<file path="config.mk">
export PLATFORM = sky130hd
export DESIGN_NAME = int_regfile_wr_port
export DESIGN_NICKNAME = d
export VERILOG_FILES = /design/src/rtl/int_regfile_wr_port.sv
export SDC_FILE = /design/constraint.sdc
export NUM_CORES = 2
export LEC_CHECK = 0
export ABC_CLOCK_PERIOD_IN_PS = 2800
export BUFFER_PORTS_ARGS = -buffer_cell sky130_fd_sc_hd__buf_2
export CAP_MARGIN = 0
export CELL_PAD_IN_SITES_DETAIL_PLACEMENT = 0
export CELL_PAD_IN_SITES_GLOBAL_PLACEMENT = 1
export CORE_UTILIZATION = 51
export DETAILED_ROUTE_END_ITERATION = 8
export GPL_TIMING_DRIVEN = 0
export PLACE_DENSITY = 0.8
export SYNTH_ARGS = -nofsm -noshare
export SYNTH_HDL_FRONTEND = slang
export SYNTH_SLANG_ARGS = --single-unit
</file>
<file path="constraint.sdc">
create_clock -name clk -period 2.8 [get_ports clk]
set_input_delay 0.28 -clock clk [delete_from_list [all_inputs] [get_ports clk]]
set_output_delay 0.28 -clock clk [all_outputs]
set_load 0.1 [all_outputs]
</file>
<file path="src/rtl/int_regfile_wr_port.sv">
// -----------------------------------------------------------------------------
// int_regfile_wr_port
// Integer register file (x0..x31) with its write-port arbiter. There is one
// write per cycle, shared between two sources:
//   - the core writeback path, which is fire-and-forget (no ack)
//   - multi-cycle units, which use a req/ack handshake
// The core has priority. If the core keeps a unit waiting for starve_limit
// cycles, the core is stalled for exactly one cycle and the unit is granted.
// The block also holds one pending bit per register. A launching multi-cycle
// op sets the bit, and the unit's writeback clears it.
//
// Ports
//   clk, rst                  clock; asynchronous active-low reset
//   core_wr_req/sel/data      core writeback (valid this cycle, no ack)
//   core_stall                registered; core must hold writeback/issue
//   unit_wr_req/sel/data      unit write request, held until acked
//   unit_wr_ack               combinational accept, commits at this posedge
//   pend_set_req/sel0/sel1    mark up to two destinations pending (0 = none)
//   rd_sel_a/b                read selects
//   rd_data_a/b, rd_pend_a/b  combinational read data and pending bits
// -----------------------------------------------------------------------------
module int_regfile_wr_port #(
    parameter int data_width    = 32,
    parameter int reg_sel_width = 5,
    parameter int starve_limit  = 4
) (
    input  logic                     clk,
    input  logic                     rst,
    input  logic                     core_wr_req,
    input  logic [reg_sel_width-1:0] core_wr_sel,
    input  logic [data_width-1:0]    core_wr_data,
    output logic                     core_stall,
    input  logic                     unit_wr_req,
    input  logic [reg_sel_width-1:0] unit_wr_sel,
    input  logic [data_width-1:0]    unit_wr_data,
    output logic                     unit_wr_ack,
    input  logic                     pend_set_req,
    input  logic [reg_sel_width-1:0] pend_set_sel0,
    input  logic [reg_sel_width-1:0] pend_set_sel1,
    input  logic [reg_sel_width-1:0] rd_sel_a,
    input  logic [reg_sel_width-1:0] rd_sel_b,
    output logic [data_width-1:0]    rd_data_a,
    output logic [data_width-1:0]    rd_data_b,
    output logic                     rd_pend_a,
    output logic                     rd_pend_b
);

    localparam int num_regs = 1 << reg_sel_width;
    localparam int cnt_w    = $clog2(starve_limit + 1);
    localparam logic [cnt_w-1:0] limit_c = cnt_w'(starve_limit);

    logic [data_width-1:0] regs_q [num_regs];
    logic [data_width-1:0] regs_d [num_regs];
    logic [num_regs-1:0]   pend_q, pend_d;
    logic [cnt_w-1:0]      starve_cnt_q, starve_cnt_d;
    logic                  core_stall_q, core_stall_d;

    logic                  unit_grant;
    logic                  unit_commit;
    logic                  core_commit;

    // During a stall cycle the core's request is ignored, so the unit is
    // granted even with core_wr_req high.
    assign unit_grant  = unit_wr_req && (!core_wr_req || core_stall_q);
    // Reset gates the ack at once. A requester never sees an accept for a
    // write that the reset is about to discard.
    assign unit_wr_ack = unit_grant && rst;
    assign unit_commit = unit_grant;
    // unit_grant with core_wr_req high implies core_stall_q. So the core
    // commit cannot collide with a unit commit.
    assign core_commit = core_wr_req && !core_stall_q;

    assign core_stall  = core_stall_q;

    always_comb begin
        // Starvation counter: counts only cycles where the unit waits.
        starve_cnt_d = starve_cnt_q;
        if (!unit_wr_req || unit_grant) begin
            starve_cnt_d = '0;
        end else if (starve_cnt_q < limit_c) begin
            starve_cnt_d = starve_cnt_q + 1'b1;
        end
        // The counter only reaches the limit while counting. It clears
        // during the stall cycle itself, so the stall lasts exactly one cycle.
        core_stall_d = (starve_cnt_d == limit_c);
    end

    always_comb begin
        regs_d = regs_q;
        if (unit_commit) begin
            regs_d[unit_wr_sel] = unit_wr_data;
        end else if (core_commit) begin
            regs_d[core_wr_sel] = core_wr_data;
        end
        // x0 is hardwired to zero. Writes to it are still acked above.
        regs_d[0] = '0;
    end

    always_comb begin
        pend_d = pend_q;
        if (unit_commit) begin
            pend_d[unit_wr_sel] = 1'b0;
        end
        // A set applied after the clear wins when both hit the same register.
        if (pend_set_req) begin
            if (pend_set_sel0 != '0) pend_d[pend_set_sel0] = 1'b1;
            if (pend_set_sel1 != '0) pend_d[pend_set_sel1] = 1'b1;
        end
        pend_d[0] = 1'b0;
    end

    always_ff @(posedge clk or negedge rst) begin
        if (!rst) begin
            for (int i = 0; i < num_regs; i++) begin
                regs_q[i] <= '0;
            end
            pend_q       <= '0;
            starve_cnt_q <= '0;
            core_stall_q <= 1'b0;
        end else begin
            regs_q       <= regs_d;
            pend_q       <= pend_d;
            starve_cnt_q <= starve_cnt_d;
            core_stall_q <= core_stall_d;
        end
    end

    // Reads have no bypass. A write is visible only after its commit edge.
    assign rd_data_a = regs_q[rd_sel_a];
    assign rd_data_b = regs_q[rd_sel_b];
    assign rd_pend_a = pend_q[rd_sel_a];
    assign rd_pend_b = pend_q[rd_sel_b];

endmodule
</file>
==> results.json <==
{
  "avgSynthCellArea_um2": 10.9,
  "dp.cells": 7505,
  "period_share": 1.15,
  "layout_min_cycle_time_ps": 3210,
  "antenna_found_initial": 29,
  "syn_to_final_growth_pct": 19.0,
  "row_count": 127,
  "peakVddDrop_v": 0.000661,
  "synthCells": 5734,
  "routedWlPerCell_um": 40.4,
  "drt_pre_antenna_iters": 7,
  "start_util": 0.517,
  "switching_share": 0.368,
  "crit_fanout": 3,
  "num_vias": 59000,
  "seq_area_um2": 25700,
  "whs_ps": -672,
  "ys_seq_elements": 1027,
  "yosys_warnings": 0,
  "gp_congestion": 1.14,
  "grt_max_degree": 163,
  "grt_pass1_wl_um": 432000,
  "p_leak_nw": 28.6,
  "p_clk_frac": 0.284,
  "root_buffer": "clkbuf_16",
  "synth_ff_type": "dfrtp_1",
  "worstSkewPairLatency_ps": 770,
  "ys_seq_area_frac": 0.413,
  "synth_area_leaders": "dfrtp_1 41%, mux4_2 14%, o2bb2ai_1 8.6%, a22oi_1 8.1%, o221ai_1 4.8%",
  "max_freq_ghz": 0.311,
  "path_clk_slew_ps": 60,
  "synth.net_count": 5834,
  "hold_violations": 313,
  "cts_tree": "built",
  "grtUsageTotal": 0.506,
  "core_area_um2": 120000,
  "setup_tns_ps": -18130,
  "post-dp-hpwl_um": 254000,
  "die-area_um2": 123000,
  "fin_nets": 6204,
  "setup_ws_ps": -413,
  "num-fill-cells": 10000,
  "fp.dieW_um": 351,
  "synth_most_common_cell": "dfrtp_1",
  "crit_path_end_kind": "primary output",
  "pwr-share-seq": 0.392,
  "yosys.area.top_type": "dfrtp_1",
  "powerDensity_nw_per_um2": 769,
  "cap_violations": 2,
  "drive_gt1_frac": 0.275,
  "final_area_um2": 74100,
  "hold_path_class": "input port to asynchronous set/reset pin",
  "p_int_w": 0.0360,
  "outcome": "finished, violations left",
  "rsz0062_at_grt": "yes",
  "overflow": 0,
  "maxSlewHeadroom": -0.0364,
  "postCtsHoldBufs": 55,
  "port_buffers": 150,
  "multi_input_area_um2": 34500,
  "placed_cell_area_um2": 65700,
  "cp.required_ps": 2520,
  "critPathKind": "register to primary output",
  "cts_max_path_buffers": 3,
  "synth_area_um2": 62300,
  "crit_arrival_ps": 2930,
  "drc": 0,
  "switching_power_w": 0.0210,
  "comb_power_share": 0.324,
  "rr_startpoint": "core_stall",
  "die_y_um": 351,
  "setup_violations": 269,
  "finalWirelength_um": 316000,
  "worst_pin_slew_ps": 1550,
  "synth_common_cells": "1027 x dfrtp_1, 673 x a22oi_1, 610 x clkbuf_1",
  "htreeDepth": 3,
  "grt_pass1_vias": 56500,
  "async_flop_share": 1.00,
  "io_pins": 167,
  "yosys.area.top_type_share": 0.413,
  "first_iter_violations": 9358,
  "skew_ps": 23.1,
  "violations": "hold timing, capacitance limit, slew limit, setup timing",
  "viasPerCell": 7.53,
  "synth_cell_types": 58,
  "cts_sinks": 1027,
  "slew_violations": 21,
  "final_antenna_net_count": 0,
  "synth_enable_flop_cells": 0,
  "worst_setup_path_start_kind": "register",
  "final_cell_count_no_fill": 7835,
  "startpoint": "regs_q[576]",
  "cts_buffers": 115
}
-- critical path: stages (launching register included) --
cell and delay, ps:
dfrtp_1 350, inv_2 50, mux4_2 480, o211ai_1 450, o31ai_2 240, o21ai_4 360
buf_12 230
-- logic make-up after synthesis --
group / after synthesis / synth area share
AOI/OAI and AO/OA: 2234 / 0.285
buffers and inverters: 1090 / 0.0687
DFF: 1027 / 0.413
and+or+nand+nor: 784 / 0.0554
muxes: 597 / 0.178
xor gates and xnor gates: 1 / 0.000141
adders and majority gates: 1 / 0.000201
-- through the flow --
stage | total power (W) | hold slack, ps | util | setup WS (ps)
2_1_floorplan | 0.0319 | -15.6 | - | -147
3_3_place_gp | 0.0374 | 482 | 0.544 | -22080
3_5_place_dp | 0.0379 | 93.5 | 0.546 | -1680
4_1_cts | 0.0553 | -692 | 0.608 | -337
5_1_grt | 0.0582 | -678 | 0.615 | -353
6_report | 0.0570 | -672 | 0.615 | -413
-- cell type report --
cell class,instances,share of cell area
clock inverter,45,0.00748
buffer,769,0.0516
tap,1612,0.0272
sequential,1027,0.347
clock buffer,162,0.0454
timing repair buffer,253,0.0382
multi-input combinational,3617,0.466
inverter,321,0.0163
antenna,29,0.000980
-- routing by layer --
layer	track usage	vias up	routed length (um)
met5	0.0314	-	897
met3	0.270	938	50400
li1	-	23400	-
met4	0.282	24	21100
met2	0.712	4531	131000
met1	0.616	30000	113000
-- repair_timing --
item | in CTS | in global routing
hold endpoints to repair | 377 | 313
pin swaps | 134 | 122
resized for setup | 998 | 251
buffers inserted | 22 | 17
setup endpoints to repair | 1037 | 870
-- sequential cells by signal, indices dropped and copies added, names as in the netlist --
register      count
pend_q           31
starve_cnt_q      3
regs_q          992
core_stall        1
-- power groups by stage --
stage | registers, W | logic (W) | clock network (W)
final | 0.0223 | 0.0184 | 0.0162
after global routing | 0.0226 | 0.0190 | 0.0166
after CTS | 0.0219 | 0.0173 | 0.0161
after detailed placement | 0.0220 | 0.0159 | 0
after global placement | 0.0219 | 0.0156 | 0
after floorplan | 0.0207 | 0.0112 | 0
-- placed cells by master, fill, tap and decap left out, types with 27 or more instances in the layout --
cell / synthesis / final
a21oi_1: 34 / 34
a221o_1: 64 / 64
a22o_1: 140 / 126
a22oi_1: 673 / 610
a22oi_2: 0 / 63
and2_1: 36 / 36
and3_1: 65 / 65
buf_12: 0 / 69
buf_2: 106 / 158
buf_4: 7 / 76
clkbuf_1: 610 / 429
clkbuf_16: 0 / 116
clkbuf_2: 0 / 170
clkbuf_8: 0 / 35
dfrtp_1: 1027 / 1012
diode_2: 0 / 29
dlygate4sd3_1: 0 / 55
inv_1: 320 / 260
inv_2: 1 / 61
mux2_2: 99 / 91
mux2i_1: 102 / 102
mux4_2: 396 / 396
nand2_1: 523 / 476
nand2_2: 0 / 47
nor2_1: 88 / 48
nor2_4: 5 / 27
o211ai_1: 67 / 67
o21ai_2: 3 / 93
o21ai_4: 0 / 60
o221ai_1: 343 / 329
o22ai_1: 68 / 64
o2bb2ai_1: 608 / 608
-- final timing paths --
| kind | to | slack (ps) | cells past startpoint |
|---|---|---|---|
| max | rd_data_a[0] | -410 | 6 |
| max reg2reg | regs_q[49] | -110 | 8 |
| min in group clk | regs_q[137] | 30 | 3 |
| min | regs_q[984] | -670 | 1 |
| min reg2reg | regs_q[127] | 510 | 1 |
| max in group asynchronous | regs_q[722] | 440 | 5 |
Power figures use the tool's default switching activity.
